--- config.mk ---
export PLATFORM = sky130hd
export DESIGN_NAME = mem_arbiter_flat
export DESIGN_NICKNAME = d
export VERILOG_FILES = /design/src/rtl/cache_pkg.sv /design/src/rtl/mem_arbiter_if.sv /design/src/rtl/mem_arbiter_rr_arb2.sv /design/src/rtl/mem_arbiter.sv /design/src/flat_wrapper.sv
export SDC_FILE = /design/constraint.sdc
export NUM_CORES = 1
export LEC_CHECK = 0
export CORE_MARGIN = 2
export CORE_UTILIZATION = 43
export CTS_CLUSTER_DIAMETER = 50
export DETAILED_ROUTE_END_ITERATION = 10
export GPL_TIMING_DRIVEN = 0
export PLACE_DENSITY = 0.87
export SYNTH_ARGS = -nofsm -noshare
export SYNTH_HDL_FRONTEND = slang
export SYNTH_HIERARCHICAL = 1
export SYNTH_SLANG_ARGS = --single-unit
--- constraint.sdc ---
create_clock -name clk -period 9.45 [get_ports clk]
set_input_delay 1.89 -clock clk [delete_from_list [all_inputs] [get_ports clk]]
set_output_delay 1.89 -clock clk [all_outputs]
set_load 0.02 [all_outputs]
--- src/rtl/cache_pkg.sv ---
// Shared cache-subsystem definitions: arbiter FSM states, bus width defaults
// and the requester indices used by the instruction and data caches.
package cache_pkg;

  localparam int ADDR_W_DEF = 32;
  localparam int DATA_W_DEF = 32;

  localparam logic ICACHE = 1'b0;
  localparam logic DCACHE = 1'b1;

  typedef enum logic [1:0] {
    IDLE  = 2'd0,
    ISSUE = 2'd1,
    RESP  = 2'd2
  } arb_state_e;

  function automatic logic [1:0] req_onehot(input logic idx);
    logic [1:0] vec;
    case (idx)
      ICACHE:  vec = 2'b01;
      DCACHE:  vec = 2'b10;
      default: vec = 2'b00;
    endcase
    return vec;
  endfunction

endpackage

--- src/rtl/mem_arbiter_if.sv ---
// Requester and main-memory signals of the arbiter. The master modport is the
// arbiter's view; the slave modport is the caches/memory side.
interface mem_arbiter_if #(
  parameter int ADDR_W = 32,
  parameter int DATA_W = 32
) ();
  logic [1:0]        req;
  logic [1:0]        we;
  logic [ADDR_W-1:0] addr0;
  logic [ADDR_W-1:0] addr1;
  logic [DATA_W-1:0] wdata0;
  logic [DATA_W-1:0] wdata1;
  logic [1:0]        done;
  logic              err;
  logic [DATA_W-1:0] rdata;
  logic [ADDR_W-1:0] mem_address;
  logic [DATA_W-1:0] mem_data_in;
  logic              mem_read;
  logic              mem_write;
  logic [DATA_W-1:0] mem_data_out;
  logic              mem_ready;

  modport master (
    input  req, we, addr0, addr1, wdata0, wdata1, mem_data_out, mem_ready,
    output done, err, rdata, mem_address, mem_data_in, mem_read, mem_write
  );

  modport slave (
    output req, we, addr0, addr1, wdata0, wdata1, mem_data_out, mem_ready,
    input  done, err, rdata, mem_address, mem_data_in, mem_read, mem_write
  );
endinterface

--- src/rtl/mem_arbiter_rr_arb2.sv ---
// Combinational two-way round-robin picker: a tie goes to the requester that
// was not granted last.
module rr_arb2
  import cache_pkg::*;
(
  input  logic [1:0] req,
  input  logic       last,
  output logic       gnt_idx,
  output logic       gnt_valid
);

  // Pick the sole requester, or the one that did not win last time.
  always_comb begin
    gnt_idx   = ICACHE;
    gnt_valid = 1'b0;
    case (req)
      2'b01: begin
        gnt_idx   = ICACHE;
        gnt_valid = 1'b1;
      end
      2'b10: begin
        gnt_idx   = DCACHE;
        gnt_valid = 1'b1;
      end
      2'b11: begin
        gnt_idx   = ~last;
        gnt_valid = 1'b1;
      end
      default: begin
        gnt_idx   = ICACHE;
        gnt_valid = 1'b0;
      end
    endcase
  end

endmodule

--- src/rtl/mem_arbiter.sv ---
// Serialises instruction- and data-cache transactions onto the single memory
// port, one at a time, with a watchdog that aborts unacknowledged accesses.
module mem_arbiter
  import cache_pkg::*;
#(
  parameter int TIMEOUT = 64,
  parameter int ADDR_W  = ADDR_W_DEF,
  parameter int DATA_W  = DATA_W_DEF
) (
  input  logic          clk,
  input  logic          reset,
  mem_arbiter_if.master bus
);

  localparam int             WD_W    = (TIMEOUT > 2) ? $clog2(TIMEOUT) : 1;
  localparam logic [WD_W-1:0] WD_LAST = WD_W'(TIMEOUT - 1);

  arb_state_e        state_r, state_s;
  logic [ADDR_W-1:0] addr_r, addr_s;
  logic [DATA_W-1:0] data_in_r, data_in_s;
  logic [DATA_W-1:0] rdata_r, rdata_s;
  logic              read_r, read_s;
  logic              write_r, write_s;
  logic [1:0]        done_r, done_s;
  logic              err_r, err_s;
  logic              last_r, last_s;
  logic [WD_W-1:0]   wd_r, wd_s;
  logic              gnt_idx_s;
  logic              gnt_valid_s;

  rr_arb2 u_rr_arb2 (
    .req       (bus.req),
    .last      (last_r),
    .gnt_idx   (gnt_idx_s),
    .gnt_valid (gnt_valid_s)
  );

  // Next-state and next-output computation; last_r doubles as the current winner.
  always_comb begin
    state_s   = state_r;
    addr_s    = addr_r;
    data_in_s = data_in_r;
    rdata_s   = rdata_r;
    read_s    = read_r;
    write_s   = write_r;
    done_s    = done_r;
    err_s     = err_r;
    last_s    = last_r;
    wd_s      = wd_r;
    case (state_r)
      IDLE: begin
        if (gnt_valid_s) begin
          last_s    = gnt_idx_s;
          addr_s    = (gnt_idx_s == DCACHE) ? bus.addr1 : bus.addr0;
          data_in_s = (gnt_idx_s == DCACHE) ? bus.wdata1 : bus.wdata0;
          read_s    = ~bus.we[gnt_idx_s];
          write_s   = bus.we[gnt_idx_s];
          wd_s      = '0;
          state_s   = ISSUE;
        end else begin
          state_s   = IDLE;
        end
      end
      ISSUE: begin
        if (bus.mem_ready) begin
          if (read_r) begin
            rdata_s = bus.mem_data_out;
          end else begin
            rdata_s = rdata_r;
          end
          read_s  = 1'b0;
          write_s = 1'b0;
          done_s  = req_onehot(last_r);
          state_s = RESP;
        end else if (wd_r == WD_LAST) begin
          read_s  = 1'b0;
          write_s = 1'b0;
          done_s  = req_onehot(last_r);
          err_s   = 1'b1;
          state_s = RESP;
        end else begin
          wd_s    = wd_r + WD_W'(1);
        end
      end
      RESP: begin
        done_s  = 2'b00;
        err_s   = 1'b0;
        state_s = IDLE;
      end
      default: begin
        read_s  = 1'b0;
        write_s = 1'b0;
        done_s  = 2'b00;
        err_s   = 1'b0;
        state_s = IDLE;
      end
    endcase
  end

  // State and output registers with asynchronous clear.
  always_ff @(posedge clk or posedge reset) begin
    if (reset) begin
      state_r   <= IDLE;
      addr_r    <= '0;
      data_in_r <= '0;
      rdata_r   <= '0;
      read_r    <= 1'b0;
      write_r   <= 1'b0;
      done_r    <= 2'b00;
      err_r     <= 1'b0;
      last_r    <= DCACHE;
      wd_r      <= '0;
    end else begin
      state_r   <= state_s;
      addr_r    <= addr_s;
      data_in_r <= data_in_s;
      rdata_r   <= rdata_s;
      read_r    <= read_s;
      write_r   <= write_s;
      done_r    <= done_s;
      err_r     <= err_s;
      last_r    <= last_s;
      wd_r      <= wd_s;
    end
  end

  assign bus.done        = done_r;
  assign bus.err         = err_r;
  assign bus.rdata       = rdata_r;
  assign bus.mem_address = addr_r;
  assign bus.mem_data_in = data_in_r;
  assign bus.mem_read    = read_r;
  assign bus.mem_write   = write_r;

endmodule

--- src/flat_wrapper.sv ---
// flat-port wrapper written by rule: the top's interface ports become plain ports
module mem_arbiter_flat import cache_pkg::*;
#(
  parameter int TIMEOUT = 64,
  parameter int ADDR_W  = ADDR_W_DEF,
  parameter int DATA_W  = DATA_W_DEF
)
  (clk, reset, bus_req, bus_we, bus_addr0, bus_addr1, bus_wdata0, bus_wdata1, bus_mem_data_out, bus_mem_ready, bus_done, bus_err, bus_rdata, bus_mem_address, bus_mem_data_in, bus_mem_read, bus_mem_write);
  mem_arbiter_if #(.ADDR_W(ADDR_W), .DATA_W(DATA_W)) bus_i ();
  input  logic clk;
  input  logic reset;
  input wire logic [$bits(bus_i.req)-1:0] bus_req;
  input wire logic [$bits(bus_i.we)-1:0] bus_we;
  input wire logic [$bits(bus_i.addr0)-1:0] bus_addr0;
  input wire logic [$bits(bus_i.addr1)-1:0] bus_addr1;
  input wire logic [$bits(bus_i.wdata0)-1:0] bus_wdata0;
  input wire logic [$bits(bus_i.wdata1)-1:0] bus_wdata1;
  input wire logic [$bits(bus_i.mem_data_out)-1:0] bus_mem_data_out;
  input wire logic [$bits(bus_i.mem_ready)-1:0] bus_mem_ready;
  output wire logic [$bits(bus_i.done)-1:0] bus_done;
  output wire logic [$bits(bus_i.err)-1:0] bus_err;
  output wire logic [$bits(bus_i.rdata)-1:0] bus_rdata;
  output wire logic [$bits(bus_i.mem_address)-1:0] bus_mem_address;
  output wire logic [$bits(bus_i.mem_data_in)-1:0] bus_mem_data_in;
  output wire logic [$bits(bus_i.mem_read)-1:0] bus_mem_read;
  output wire logic [$bits(bus_i.mem_write)-1:0] bus_mem_write;
  assign bus_i.req = bus_req;
  assign bus_i.we = bus_we;
  assign bus_i.addr0 = bus_addr0;
  assign bus_i.addr1 = bus_addr1;
  assign bus_i.wdata0 = bus_wdata0;
  assign bus_i.wdata1 = bus_wdata1;
  assign bus_i.mem_data_out = bus_mem_data_out;
  assign bus_i.mem_ready = bus_mem_ready;
  assign bus_done = bus_i.done;
  assign bus_err = bus_i.err;
  assign bus_rdata = bus_i.rdata;
  assign bus_mem_address = bus_i.mem_address;
  assign bus_mem_data_in = bus_i.mem_data_in;
  assign bus_mem_read = bus_i.mem_read;
  assign bus_mem_write = bus_i.mem_write;
  mem_arbiter #(.TIMEOUT(TIMEOUT), .ADDR_W(ADDR_W), .DATA_W(DATA_W)) u_core (.clk(clk), .reset(reset), .bus(bus_i));
endmodule
==> summary.txt, run 1 <==
Final layout
  – Fillers: 810
  – P&R area growth vs syn: 62.4%
  – Antenna Diode Count: 0
  – Final nets: 869
  – Fraction of layout cells with a size suffix above 1: 12.5%

Power
  – Sequential fraction of design power: 32.2%
  – Clock Power Share: 14.2%
  – VDD IR max: 0.187 mV
  – Cell Int Power: 1.56 mW
  – Combinational group share of total power: 53.6%
  – P per Cell Area: 311 nW/um2
  – Sw Ratio: 38.8%
  – Leak: 3.57 nW
  – Sw Pwr: 993 uW

Route
  – Vias per cell: 5.04
  – Routed len/inst: 17.9 um
  – DRT iter0 DRCs: 195
  – Via count: 4277
  – Final antenna-violating net count: 0
  – 1st-pass router iterations: 4
  – WL final: 15.2 mm
  – DRC Markers: 0

Timing
  – Worst-Margin Slew: 0.776 ns
  – Final Hold Vio Count: 0
  – Min Hold Slack: 0.515 ns
  – Setup_tns: 0 ns
  – Final setup fails: 0
  – Fin crit share: 37.5%
  – Fmax: 282 MHz
  – Final WS setup: 5.90 ns
  – Tmin final: 3.55 ns
  – RSZ-0062 raised after global routing: no
  – Clk_skew: 0.0102 ns
  – Slew Viols, Final: 0
  – Slew margin rel.: 48.2%

Floorplan
  – Core area: 11500 um2
  – DIE WIDTH: 112 um
  – Ports: 268
  – Die ar.: 12600 um2
  – Num rows: 39
  – Die Ht: 112 um
  – Starting Density: 44.1%

Yosys
  – Largest cells by area after synthesis: dfrtp_1 54%, mux2i_1 13%, mux2_4 8.9%, a21oi_1 6.7%, nor2_1 5.3%
  – Synthesized cell area: 5050 um2
  – Post-synth top area cell: dfrtp_1
  – #FFs+latches synth: 110
  – Synth cell count leaders: 109 x dfrtp_1, 71 x nor2_1, 68 x a21oi_1
  – Mapped Nets: 591
  – Synth Instances: 423
  – Ys Warns: 6
  – Main synth FF type: dfrtp_1
  – Avg Inst Size Synth: 11.9 um2
  – Synth unique cells: 37
  – Sequential area share after synthesis: 54.5%
  – Number of flops mapped to enable cells by yosys: 0
  – Asr flop ratio synth: 100%
  – Cell with the most instances after synthesis: dfrtp_1
  – Share of the synthesized area in the top cell type: 54.0%

Status
  – Outcome: completed

Worst setup path
  – WP buf/inv: 3
  – Crit path max fanout: 10
  – Crit start category: input port
  – CP arrival: 3.75 ns
  – CP top delay family: buffers and inverters
  – Worst path most repeated cell: buf_2
  – Critical-path cell list: clkdlybuf4s50_1, a21boi_1, buf_2, buf_2, mux2i_1, a21oi_1
  – Crit-path slowest cell: clkdlybuf4s50_1
  – Worst path required time: 9.66 ns
  – Crit-path max cell delay: 0.47 ns
  – Critical path class: in2reg
  – Critical Path End Type: flip-flop

GRT
  – Antenna violations before repair: 0
  – Routing usage on met2: 44.3%
  – Most used routing layer: met2
  – Number of global-route vias before repair: 4662
  – Largest net degree at the start of global routing: 63
  – First-pass GRT wire length: 24.0 mm
  – Global routing met1 resource utilization: 27.6%
  – M3 GR Usage: 5.08%
  – Total grt overflow: 0
  – Tot GR Track Use: 23.9%

Placement
  – Port Buf Inserts: 266
  – Hpwl dp: 12.0 mm
  – Dpl ws: 5.56 ns
  – GP Congestion: 0.846

Clocking
  – CTS root buf: clkbuf_16
  – H-tree levels: 3
  – Post-cts sizing count: 0
  – Clock-pin slew on the worst setup and hold paths: 0.07 ns
  – Setup Fix Bufs, Post-CTS: 0
  – Clock buffer depth: 2
  – Clock latency on the worst-skew pair: 0.34 ns
  – CTS tree: yes
  – Clock sink total: 110
  – # hold bufs at CTS: 0
  – Cts bufs inserted: 9

Hold path
  – Worst Hold Class: reg2reg

Run
  – Max Cap Violations: 0
## cell families after synthesis
logic type	Yosys count	synth area share (%)
AOI/OAI and AO/OA	83	9.41
adders and majority gates	1	0.248
buffers and inverters	33	4.38
DFF	110	54.5
muxes	99	22.7
and+or+nand+nor	97	8.79
## power groups by stage
stage / Clock [mW] / Combinational [mW] / Sequential, mW
2_1_floorplan: 0 / 0.479 / 1.08
3_3_place_gp: 0 / 1.34 / 0.818
3_5_place_dp: 0 / 1.38 / 0.829
4_1_cts: 0.373 / 1.38 / 0.824
5_1_grt: 0.393 / 1.45 / 0.852
6_report: 0.363 / 1.37 / 0.822
## worst register-to-register path, cell delays in order (launching register included)
cell      delay (ns)
dfstp_2         0.39
a21boi_1        0.24
buf_2           0.36
buf_2           0.38
mux2i_1         0.29
a21oi_1         0.11
## final timing paths
path,startpoint,to,slack [ns],cells past startpoint
setup / recovery,bus_req[1],u_core/bus.mem_address[3],5.90,6
hold reg to reg,u_core/bus.rdata[17],u_core/bus.rdata[17],0.52,1
setup reg to reg,u_core/last_r,u_core/bus.mem_address[3],7.55,5
min in group asynchronous,reset,u_core/bus.rdata[10],2.06,2
max in group asynchronous,reset,u_core/bus.mem_data_in[5],6.69,3
hold / removal,u_core/bus.rdata[17],u_core/bus.rdata[17],0.52,1
## registers in the layout, indices dropped and copies added (netlist names)
name	count
u_core/bus.mem_address	32
u_core/bus.mem_data_in	32
u_core/bus.rdata	32
u_core/wd_r	6
u_core/bus.done	2
u_core/state_r	2
u_core/bus.err	1
u_core/bus.mem_read	1
u_core/bus.mem_write	1
u_core/last_r	1
## final cells by class
type	count	area, um2	area share [%]
Sequential cell	110	2750	33.5
Clock buffer	10	229	2.79
Buffer	27	196	2.39
Clock inverter	6	55.1	0.671
Timing Repair Buffer	267	2690	32.8
Multi-Input combinational cell	280	2080	25.3
Tap cell	143	179	2.18
Inverter	6	27.5	0.335
## cells in the final DEF, fill, tap and decap left out, drive strengths merged, types with 2 or more instances in the layout
| cell type | n |
|---|---|
| mux2 | 34 |
| nand2 | 7 |
| clkdlybuf4s50 | 266 |
| mux2i | 65 |
| inv | 9 |
| o2bb2ai | 2 |
| clkbuf | 10 |
| buf | 28 |
| clkinv | 2 |
| nand3 | 9 |
| nor2 | 72 |
| nor3b | 2 |
| nor3 | 2 |
| dfrtp | 109 |
| o21ai | 3 |
| a21oi | 69 |
## per-stage QoR
step                area [um2]  power [mW]  instances  utilization, %
floorplan                 5050        1.56        423               -
global placement          7900        2.16        832            68.8
detailed placement        7930        2.21        833            69.1
CTS                       8210        2.58        849            71.6
global route              8210        2.70        849            71.6
finish                    8210        2.56        849            71.6
## per-layer routing
| layer | vias up | routed length [um] |
|---|---|---|
| li1 | 2033 | - |
| met1 | 2065 | 5850 |
| met2 | 151 | 8160 |
| met3 | 28 | 908 |
| met4 | 0 | 301 |
| met5 | - | 0 |
Power figures use the tool's default switching activity.
==> run 2: changes to the inputs <==
Settings changed: CORE_UTILIZATION 43 to 40, PLACE_DENSITY 0.87 to 0.82.
Clock period 9.45 ns to 3.7 ns, I/O delays scaled along.
==> run 2 against run 1 <==
Against the previous run:
- final cell count up 3.4%
- register-to-register slack lost 5.7 ns
- setup slack worse by 4.6 ns
- die area up 7.2%
- total power increased to 2.6 times the previous value
- worst hold slack worse by 0.010 ns
- design area up 1.1%
- clock power grew to 2.9 times the previous value
- clock-buffer cell count is 2 higher
- utilization down 5.0 points
- critical path depth unchanged
- first-iteration DRC count decreased by 7.7%
==> summary.txt, run 2 (synthesized netlist as in run 1, its figures left out) <==
Status
  – Outcome: completed

Floorplan
  – Ports: 268
  – Core area: 12500 um2
  – Starting Density: 40.5%
  – Die Ht: 116 um
  – Num rows: 41
  – DIE WIDTH: 116 um
  – Die ar.: 13500 um2

GRT
  – Total grt overflow: 0
  – Largest net degree at the start of global routing: 59
  – First-pass GRT wire length: 22.5 mm
  – Antenna violations before repair: 0
  – Tot GR Track Use: 21.5%
  – Number of global-route vias before repair: 4376

Final layout
  – Antenna Diode Count: 0
  – P&R area growth vs syn: 64.1%
  – Final nets: 869
  – Most frequent cells in the layout: 266 x clkdlybuf4s50_1, 109 x dfrtp_1, 71 x nor2_1
  – Fraction of layout cells with a size suffix above 1: 12.5%
  – Commonest non-fill, non-tap cell in the layout: clkdlybuf4s50_1
  – Final Util: 66.5%

Worst setup path
  – CP arrival: 2.58 ns
  – Reg2Reg Depth: 5
  – FF-to-FF setup slack: 1.83 ns
  – Crit path max fanout: 10
  – Critical path class: in2reg
  – R2r endpoint: u_core/bus.mem_address[2]
  – Critical Path End Type: flip-flop
  – Crit start category: input port
  – Worst r2r src: u_core/last_r
  – Worst path required time: 3.91 ns

Timing
  – Tmin final: 2.38 ns
  – RSZ-0062 raised after global routing: no
  – Worst-Margin Slew: 0.683 ns
  – Final setup fails: 0
  – Setup_tns: 0 ns
  – Fmax: 421 MHz
  – Fin crit share: 64.3%
  – Min Hold Slack: 0.505 ns
  – Clk_skew: 0.00945 ns
  – Final Hold Vio Count: 0
  – Final WS setup: 1.32 ns
  – Slew Viols, Final: 0
  – Slew margin rel.: 54.5%

Route
  – DRT iter0 DRCs: 180
  – Final antenna-violating net count: 0
  – DRC Markers: 0
  – Routed len/inst: 17.1 um
  – Via count: 4277
  – Vias per cell: 4.87
  – 1st-pass router iterations: 4
  – WL final: 15.0 mm

Placement
  – Hpwl dp: 11.8 mm
  – Dpl ws: 0.939 ns
  – GP Congestion: 0.870
  – Port Buf Inserts: 266

Clocking
  – Clock buffer depth: 2
  – CTS tree: yes
  – Setup Fix Bufs, Post-CTS: 0
  – Clock-pin slew on the worst setup and hold paths: 0.07 ns
  – Clock latency on the worst-skew pair: 0.34 ns
  – Post-cts sizing count: 0
  – Cts bufs inserted: 9
  – # hold bufs at CTS: 0
  – CTS root buf: clkbuf_16
  – Clock sink total: 110
  – H-tree levels: 3

Power
  – P per Cell Area: 801 nW/um2
  – VDD IR max: 0.486 mV
  – Leak: 3.60 nW

Hold path
  – Hold Path Stages: 1
  – Worst Hold End: u_core/bus.rdata[31]
  – Worst Hold Class: reg2reg
  – Hold Crit Start: u_core/bus.rdata[31]

Run
  – Max Cap Violations: 0
[run 2: how the worst max path moves through the flow]
stage	start	to	slack (ns)	depth (start not counted)
after floorplan	reset	u_core/bus.done[0]	0.06	1
after global placement	reset	u_core/bus.rdata[15]	-1.42	2
after detailed placement	bus_req[1]	u_core/bus.mem_address[2]	0.94	6
after CTS	bus_req[1]	u_core/bus.mem_address[2]	1.31	6
after global routing	bus_req[1]	u_core/bus.mem_address[2]	1.15	6
final	bus_req[1]	u_core/bus.mem_address[2]	1.32	6
[run 2: final cells by class]
class | count | area (um2)
buffer | 27 | 196
multi-input combinational | 280 | 2080
clock buffer | 12 | 256
sequential | 110 | 2750
timing repair buffer | 267 | 2690
fill | 937 | 4170
inverter | 6 | 27.5
clock inverter | 4 | 77.6
tap | 172 | 215
[run 2: worst max-delay path, stage by stage]
cell,delay [ns]
clkdlybuf4s50_1,0.46
a21boi_1,0.23
buf_2,0.36
buf_2,0.37
mux2i_1,0.29
a21oi_1,0.11
[run 2: per-layer routing]
| metal | vias up | track usage, % | share of wire [%] |
|---|---|---|---|
| met5 | - | 0 | 0 |
| met4 | 0 | 8.57 | 2.3 |
| met3 | 28 | 4.83 | 7.5 |
| met2 | 173 | 37.6 | 51 |
| met1 | 2040 | 25.8 | 39 |
| li1 | 2036 | - | - |
[run 2: metrics by stage]
stage          instance area [um2]  total power [mW]  instances
5_1_grt                       8300              7.01        878
4_1_cts                       8300              6.71        878
2_1_floorplan                 5050              3.98        423
6_report                      8300              6.65        878
3_3_place_gp                  7930              5.53        861
3_5_place_dp                  7960              5.63        862
[run 2: power breakdown]
part           internal, mW  total [mW]  leakage, nW  switching [mW]
Clock                 0.635        1.05        0.163           0.419
Combinational          1.75        3.48         2.16            1.74
Sequential             1.78        2.11         1.27           0.332
Total                  4.16        6.65         3.60            2.49
